File: src/rtl/seg7_scan_if.sv
// Signal bundle between the stopwatch counters (master) and the 7-segment
// scan scheduler (slave): display data, load handshake and pin drives.
interface seg7_scan_if #(
    parameter int N_DIGITS = 3,
    parameter int IDX_W    = 2
);
    logic [4*N_DIGITS-1:0] i_bcd;
    logic [N_DIGITS-1:0]   i_dp;
    logic [N_DIGITS-1:0]   i_digit_mask;
    logic                  i_lz_blank;
    logic                  i_load;
    logic                  o_load_ack;
    logic [N_DIGITS-1:0]   o_digit_sel_n;
    logic [7:0]            o_seg_n;
    logic [IDX_W-1:0]      o_digit_idx;
    logic                  o_frame_start;

    modport master (
        output i_bcd, i_dp, i_digit_mask, i_lz_blank, i_load,
        input  o_load_ack, o_digit_sel_n, o_seg_n, o_digit_idx, o_frame_start
    );

    modport slave (
        input  i_bcd, i_dp, i_digit_mask, i_lz_blank, i_load,
        output o_load_ack, o_digit_sel_n, o_seg_n, o_digit_idx, o_frame_start
    );
endinterface

File: src/rtl/seg7_scan_scheduler.sv
// Prescaled fixed-rate digit scanner for a common-anode 7-segment display,
// with guard blanking, frame-atomic data capture, masking and zero blanking.
module seg7_scan_scheduler #(
    parameter int N_DIGITS = 3,
    parameter int PRESCALE = 1000,
    parameter int GUARD    = 100,
    parameter int IDX_W    = 2
) (
    input  logic          i_clk,
    input  logic          i_rst,
    seg7_scan_if.slave    bus
);
    localparam int CNT_W = (PRESCALE > 1) ? $clog2(PRESCALE) : 1;
    localparam logic [CNT_W-1:0] CNT_LAST  = CNT_W'(PRESCALE - 1);
    localparam logic [CNT_W-1:0] CNT_GUARD = CNT_W'(GUARD);
    localparam logic [IDX_W-1:0] IDX_LAST  = IDX_W'(N_DIGITS - 1);

    logic [CNT_W-1:0]      s_cnt_q, s_cnt_d;
    logic [IDX_W-1:0]      idx_q, idx_d;
    logic [4*N_DIGITS-1:0] bcd_q, bcd_d;
    logic [N_DIGITS-1:0]   dp_q, dp_d;
    logic [N_DIGITS-1:0]   sel_q, sel_d;
    logic [7:0]            seg_q, seg_d;
    logic                  ack_q, ack_d;
    logic                  fs_q, fs_d;
    logic                  capture;

    function automatic logic [6:0] hex_to_seg(input logic [3:0] v);
        case (v)
            4'h0:    hex_to_seg = 7'h40;
            4'h1:    hex_to_seg = 7'h79;
            4'h2:    hex_to_seg = 7'h24;
            4'h3:    hex_to_seg = 7'h30;
            4'h4:    hex_to_seg = 7'h19;
            4'h5:    hex_to_seg = 7'h12;
            4'h6:    hex_to_seg = 7'h02;
            4'h7:    hex_to_seg = 7'h78;
            4'h8:    hex_to_seg = 7'h00;
            4'h9:    hex_to_seg = 7'h10;
            4'hA:    hex_to_seg = 7'h08;
            4'hB:    hex_to_seg = 7'h03;
            4'hC:    hex_to_seg = 7'h46;
            4'hD:    hex_to_seg = 7'h21;
            4'hE:    hex_to_seg = 7'h06;
            default: hex_to_seg = 7'h0E;
        endcase
    endfunction

    always_ff @(posedge i_clk) begin
        if (i_rst) begin
            s_cnt_q <= '0;
            idx_q   <= '0;
            bcd_q   <= '0;
            dp_q    <= '0;
            sel_q   <= '1;
            seg_q   <= 8'hFF;
            ack_q   <= 1'b0;
            fs_q    <= 1'b0;
        end else begin
            s_cnt_q <= s_cnt_d;
            idx_q   <= idx_d;
            bcd_q   <= bcd_d;
            dp_q    <= dp_d;
            sel_q   <= sel_d;
            seg_q   <= seg_d;
            ack_q   <= ack_d;
            fs_q    <= fs_d;
        end
    end

    always_comb begin
        s_cnt_d = s_cnt_q + 1'b1;
        idx_d   = idx_q;
        capture = 1'b0;
        if (s_cnt_q == CNT_LAST) begin
            s_cnt_d = '0;
            if (idx_q == IDX_LAST) begin
                idx_d   = '0;
                capture = bus.i_load;
            end else begin
                idx_d = idx_q + 1'b1;
            end
        end
        bcd_d = capture ? bus.i_bcd : bcd_q;
        dp_d  = capture ? bus.i_dp  : dp_q;
    end

    // Outputs are derived from next-state so the registered pins line up
    // with the (s_cnt, idx) state of the same cycle.
    always_comb begin
        logic                zero_run;
        logic                lz_hit;
        logic                en;
        logic                dp_bit;
        logic [3:0]          digit;
        logic [N_DIGITS-1:0] onehot;
        zero_run = 1'b1;
        lz_hit   = 1'b0;
        en       = 1'b0;
        dp_bit   = 1'b0;
        digit    = '0;
        onehot   = '0;
        for (int k = N_DIGITS - 1; k >= 0; k--) begin
            zero_run = zero_run && (bcd_d[4*k +: 4] == 4'd0);
            if (idx_d == IDX_W'(k)) begin
                onehot[k] = 1'b1;
                digit     = bcd_d[4*k +: 4];
                dp_bit    = dp_d[k];
                en        = bus.i_digit_mask[k];
                lz_hit    = bus.i_lz_blank && (k != 0) && zero_run;
            end
        end
        sel_d = '1;
        seg_d = 8'hFF;
        if ((s_cnt_d >= CNT_GUARD) && en && !lz_hit) begin
            sel_d = ~onehot;
            seg_d = {~dp_bit, hex_to_seg(digit)};
        end
        ack_d = capture;
        fs_d  = (s_cnt_d == '0) && (idx_d == '0);
    end

    assign bus.o_digit_sel_n = sel_q;
    assign bus.o_seg_n       = seg_q;
    assign bus.o_load_ack    = ack_q;
    assign bus.o_frame_start = fs_q;
    assign bus.o_digit_idx   = idx_q;
endmodule
File: src/flat_wrapper.sv
// flat-port wrapper written by rule: the top's interface ports become plain ports
module seg7_scan_scheduler_flat 
#(
    parameter int N_DIGITS = 3,
    parameter int PRESCALE = 1000,
    parameter int GUARD    = 100,
    parameter int IDX_W    = 2
)
  (i_clk, i_rst, bus_i_bcd, bus_i_dp, bus_i_digit_mask, bus_i_lz_blank, bus_i_load, bus_o_load_ack, bus_o_digit_sel_n, bus_o_seg_n, bus_o_digit_idx, bus_o_frame_start);
  seg7_scan_if #(.N_DIGITS(N_DIGITS), .IDX_W(IDX_W)) bus_i ();
  input  logic i_clk;
  input  logic i_rst;
  input wire logic [$bits(bus_i.i_bcd)-1:0] bus_i_bcd;
  input wire logic [$bits(bus_i.i_dp)-1:0] bus_i_dp;
  input wire logic [$bits(bus_i.i_digit_mask)-1:0] bus_i_digit_mask;
  input wire logic [$bits(bus_i.i_lz_blank)-1:0] bus_i_lz_blank;
  input wire logic [$bits(bus_i.i_load)-1:0] bus_i_load;
  output wire logic [$bits(bus_i.o_load_ack)-1:0] bus_o_load_ack;
  output wire logic [$bits(bus_i.o_digit_sel_n)-1:0] bus_o_digit_sel_n;
  output wire logic [$bits(bus_i.o_seg_n)-1:0] bus_o_seg_n;
  output wire logic [$bits(bus_i.o_digit_idx)-1:0] bus_o_digit_idx;
  output wire logic [$bits(bus_i.o_frame_start)-1:0] bus_o_frame_start;
  assign bus_i.i_bcd = bus_i_bcd;
  assign bus_i.i_dp = bus_i_dp;
  assign bus_i.i_digit_mask = bus_i_digit_mask;
  assign bus_i.i_lz_blank = bus_i_lz_blank;
  assign bus_i.i_load = bus_i_load;
  assign bus_o_load_ack = bus_i.o_load_ack;
  assign bus_o_digit_sel_n = bus_i.o_digit_sel_n;
  assign bus_o_seg_n = bus_i.o_seg_n;
  assign bus_o_digit_idx = bus_i.o_digit_idx;
  assign bus_o_frame_start = bus_i.o_frame_start;
  seg7_scan_scheduler #(.N_DIGITS(N_DIGITS), .PRESCALE(PRESCALE), .GUARD(GUARD), .IDX_W(IDX_W)) u_core (.i_clk(i_clk), .i_rst(i_rst), .bus(bus_i));
endmodule
File: config.mk
export PLATFORM = sky130hd
export DESIGN_NAME = seg7_scan_scheduler_flat
export DESIGN_NICKNAME = d
export VERILOG_FILES = /design/src/rtl/seg7_scan_if.sv /design/src/rtl/seg7_scan_scheduler.sv /design/src/flat_wrapper.sv
export SDC_FILE = /design/constraint.sdc
export NUM_CORES = 1
export LEC_CHECK = 0
export ABC_CLOCK_PERIOD_IN_PS = 4200
export CORE_MARGIN = 1.5
export CORE_UTILIZATION = 40
export DETAILED_ROUTE_END_ITERATION = 8
export PLACE_DENSITY = 0.63
export RECOVER_POWER = 100
export SYNTH_ARGS = -nofsm -noshare
export SYNTH_HDL_FRONTEND = slang
export SYNTH_SLANG_ARGS = --single-unit
File: constraint.sdc
create_clock -name i_clk -period 4.2 [get_ports i_clk]
set_clock_uncertainty 0.05 [all_clocks]
set_input_delay 1.05 -clock i_clk [delete_from_list [all_inputs] [get_ports i_clk]]
set_output_delay 1.05 -clock i_clk [all_outputs]
set_load 0.005 [all_outputs]
; Yosys cells after proc, flatten, opt, wreduce, memory -nomap -nowiden
; Memory sizes are Yosys's and may differ from the RTL's. A register that Yosys moved wholly into a read port is not among the register bits.
; Cells that the tools add are included.
; Widths: inputs -> output; s select.
[totals]
mem_bits_rw = 0
wordCells = 53
out_inout_bits = 15
n_memories = 1
latch_bits = 0
reg_bits = 40
rom_bits = 112
[mem_list]
columns = name, words, width, read_ports, rd_ports_with_merged_regs, wr, line_no
row1 = (name not given), 16, 7, 1, 1, 0, seg7_scan_scheduler.sv:29  ; case (v)
[classes]
n_mul = 0
shift = 0
add_sub_neg = 2
n_bitwise = 3
div = 0
eq_ne = 4
reduce_logical = 12
n_mux = 22
n_lt_le_gt_ge = 1
[op_table]
columns = cell, n
row1 = $mux 1, 14
row2 = $mux 12, 1
row3 = $mux 4, 3
row4 = $add 10x1->10 const B, 1
row5 = $eq 10x10->1 const B, 1
row6 = $ge 10x7->1 const B, 1
row7 = $logic_not 10->1, 1
row8 = $mux 10, 1
row9 = $logic_not 4->1, 2
row10 = $logic_and 1x1->1, 6
row11 = $eq 2x2->1 const B, 2
row12 = $mux 2, 2
row13 = $mux 3, 1
row14 = $not 3->3, 1
row15 = $add 2x1->2 const B, 1
row16 = $eq 2x1->1 const B, 1
row17 = $logic_not 2->1, 1
row18 = $not 1->1, 2
row19 = $reduce_or 2->1, 1
row20 = $logic_not 1->1, 1

; Depth between registers and ports, before layout
[logic_depth]
word_depth = 13
mapped_depth = 15
depth_no_buf = 12

; Worst setup path before layout
; No wires, ideal clock.
[synth_path]
kind = reg-to-reg
from = reg u_core.s_cnt_q[0]
to = reg u_core.seg_q[0] (netlist: u_core.bus.o_seg_n[0])
t_arrival_ns = 2.937
stages_incl_launch_ff = 15
period_less_slack_ns = 3.114
path_slack_ns = 1.086
setup_time_ns = 0.127
n_path_buf = 2
cell_sequence = dfxtp_1 > ha_1 > buf_2 > nand4_1 > nor3_4 > buf_4 > mux2i_1 > a211oi_1 > o21ai_0 > inv_1 > ha_1 > inv_1 > o211ai_1 > o22ai_1 > o31ai_4
[synth_via]
elab_chain_len = 12
elab_cells_between_ends = 29
classes_between = add/sub: 1 / order compare: 1 / eq/ne: 3 / mux: 13 / bitwise: 1 / reduce/logical: 10
[synth_lines]
columns = element, line_no
row1 = start: declaration, seg7_scan_scheduler.sv:18  ; logic [CNT_W-1:0] s_cnt_q, s_cnt_d;
row2 = start signal: assignment, seg7_scan_scheduler.sv:60  ; s_cnt_q <= s_cnt_d;
row3 = "parallel branches: the longest is 12 deep, another holds $add 10x1->10", -
row4 = end: declaration, seg7_scan_scheduler.sv:23  ; logic [7:0] seg_q, seg_d;
; Parallel ways; which one is timed is not known.
; A chain may end at the register's enable or synchronous reset.

; Final worst setup path
; Ends and elaborated chain as after synthesis.

==> results.yml <==
floorplan:
  fp.dieH_um: 81.8
  core_mm2: 0.00596
  die-area_mm2: 0.00669
  die_w_um: 81.8
  start_util_pct: 41.7
  ios: 37
  rows: 28
place:
  place.gp.congestion: 0.890
  dp.cells: 392
  hpwl_mm: 4.45
  io_buffers: 36
  dpl_cell_area_mm2: 0.00288
routing:
  post_drt_wl_per_cell_um: 15.0
  drtAntennaViolNets: 0
  wl_met1_mm: 2.98
  drtIter0Drc: 136
  wl_mm: 6.01
  highest_layer: "met4"
  routed-wl-met2_mm: 2.72
  routed_via_density: 5.67
  met3_wirelength_um: 218
  drc: 0
  dr.pass1.iters: 4
  vias: 2266
worst_setup_path:
  crit_path_start_kind: "register"
  cp_max_fo: 8
  crit_family: "simple AND/OR/NAND/NOR gates"
  path_buf_inv: 3
  path_class: "register to register"
  crit_start: "u_core.s_cnt_q[0]"
  worstSetupEndpointType: "register"
  worstPathCellList: "ha_1, nand4_1, nor3_4, mux2i_1, a211oi_1, o21ai_0, clkbuf_1, inv_1, ha_1, inv_1, o211ai_1, o22ai_1, o31ai_4"
  max_stage_delay_ns: 0.43
  cp_data_arrival_time_ns: 3.60
  crit_path_top_delay_cell: "nor3_4"
  required_ns: 4.33
  r2r_start: "u_core.s_cnt_q[0]"
synthesis:
  yosys.area.top_type: "dfxtp_1"
  syn-num-nets: 325
  synth-seq-cells: 40
  synthArstFlopShare_pct: 0
  netlist-cell-type-count: 69
  syn-mean-instance-area_um2: 8.39
  netlist.area_leader.share_pct: 32.3
  synth_area_mm2: 0.00248
  netlist_instances: 296
  ys.flop_type: "dfxtp_1"
  ys_top_cells_by_area: "dfxtp_1 32%, nand2_1 7.1%, mux2i_1 4.4%"
  synth_edf_count: 0
  ys_seq_area_share_pct: 32.3
  yosys_warnings: 0
pwr:
  p_leak_uw: 0.00102
  p_per_area_mw_per_mm2: 260
  power.total_uw: 775
  peakVddDrop_uv: 138
timing:
  fin_crit_ns: 3.47
  fin_crit_sh_pct: 82.6
  fmax_ghz: 0.288
  slew-limit-headroom_pct: 6.78
  hold_violations: 0
  rsz0062_at_grt: "false"
  slew_viol_final: 0
  setup_viol: 0
  setup_tns_ns: 0
  tightestPinTransition_ns: 1.40
clock_network:
  post-cts-setup-buffers: 0
  postCtsResizedCells: 0
  cts.clk_slew.worst_paths_ns: 0.08
  numClockSinks: 40
  clk_latency_ns: 0.30
  tritoncts: "done"
  cts_root_buf: "clkbuf_8"
  hold_buffers: 0
  cts_made_buffers: 5
  cts_htree_levels: 2
  clock_path_buffers: 2
layout:
  fin_cells: 400
  area_growth_pct: 20.0
  antenna_cells: 0
  post-route-util_pct: 50.0
  fillCellCount: 609
  layout-drive-gt1-share_pct: 9.54
  nets: 353
  design_area_mm2: 0.00298
global_route:
  grt_pass1_wl_mm: 10.1
  grt_util_all_layers_pct: 19.5
  antenna_found_initial: 0
  overflow: 0
  grt_max_degree: 31
  first_global_vias: 2081
outcome:
  status: "finished, final reports clean"
hold_path:
  min_from: "u_core.bcd_q[0]"
  hp-class: "register to register"
job:
  max_cap_viol_count: 0
-- synth_stat cells, types with 3 or more instances --
cell type,count
mux2i_1,11
xnor2_1,5
o21a_1,3
buf_2,6
a21oi_1,21
o21ai_0,7
o221ai_1,4
ha_1,7
nor3b_1,3
clkbuf_1,10
o22ai_1,3
a211oi_1,4
a31oi_1,4
and3_1,3
xor2_1,3
nand3_1,7
nand2_1,47
nor2_1,15
nand2b_1,4
nor2b_1,3
dfxtp_1,40
and2_1,3
nand4_1,4
inv_1,8
nor3_1,12
o211ai_1,4
-- layer usage --
layer	track usage, %	vias up
met3	4.33	8
met4	5.59	0
met2	30.0	41
met1	27.2	1087
met5	0	-
li1	-	1130
-- placed cells by master (no fill, tap or decap), drive strengths merged, types with 3 or more instances in the layout --
cell type / n
nand2: 47
dfxtp: 40
a21oi: 22
clkdlybuf4s50: 19
dlygate4sd3: 17
nor2: 15
nor3: 13
mux2i: 11
clkbuf: 10
o21ai: 9
inv: 8
nand3: 7
ha: 7
a211oi: 6
xnor2: 5
nand4: 5
o211ai: 5
nor3b: 5
a31oi: 4
nand2b: 4
o221ai: 4
buf: 4
and2: 4
o31ai: 4
o21a: 3
and3: 3
nor2b: 3
o22ai: 3
xor2: 3
-- state kept, by name, indices dropped and copies added (netlist names) --
name,cells
u_core.dp_q,3
u_core.bcd_q,12
u_core.s_cnt_q,10
u_core.bus.o_frame_start,1
u_core.bus.o_digit_sel_n,3
u_core.bus.o_seg_n,8
u_core.bus.o_digit_idx,2
u_core.bus.o_load_ack,1
-- power by group --
group | leakage (µW) | switching (µW) | internal, µW | total [µW]
combinational | 0.000637 | 15.6 | 23.9 | 39.6
clock | 0.0000645 | 140 | 210 | 350
sequential | 0.000323 | 3.53 | 382 | 385
-- path summary, 6_finish.rpt --
check / end / slack (ns) / depth (start not counted)
worst max-delay path: u_core.bus.o_seg_n[0] / 0.73 / 13
worst min-delay path: u_core.bcd_q[0] / 0.43 / 2
worst max register to register: u_core.bus.o_seg_n[0] / 0.73 / 13
worst min register to register: u_core.bcd_q[0] / 0.43 / 2
-- worst reg2reg max path, delay by kind of cell, from the launching register on --
| family | cells | cell delay, ns |
|---|---|---|
| DFF | 1 | 0.41 |
| muxes | 1 | 0.23 |
| and+or+nand+nor | 2 | 0.80 |
| adders and majority gates | 2 | 0.63 |
| AOI/OAI and AO/OA | 5 | 0.77 |
| buffers and inverters | 3 | 0.46 |
-- layout make-up --
type / instances / area, µm² / share of cell area (%)
inverters: 8 / 30.0 / 1.01
flip-flops and latches: 40 / 801 / 26.9
repair buffers: 43 / 402 / 13.5
well taps: 75 / 93.8 / 3.15
multi-input cells: 226 / 1530 / 51.2
clock inverters: 1 / 30.0 / 1.01
clock buffers: 7 / 96.3 / 3.23
-- metrics by stage --
step	setup slack [ns]	hold slack (ns)
detailed placement	0.680	0.423
floorplan	1.09	0.393
finish	0.730	0.434
global route	0.442	0.467
global placement	0.770	0.417
CTS	0.867	0.434
-- cell families after synthesis --
logic type	count (synthesis)	synth area share, %
and+or+nand+nor	121	26.0
AOI/OAI and AO/OA	78	24.8
DFF	40	32.3
buffers and inverters	30	5.75
muxes	11	4.44
xor gates and xnor gates	8	2.82
adders and majority gates	8	3.93
Note: power is estimated with default switching activity, not from simulation.
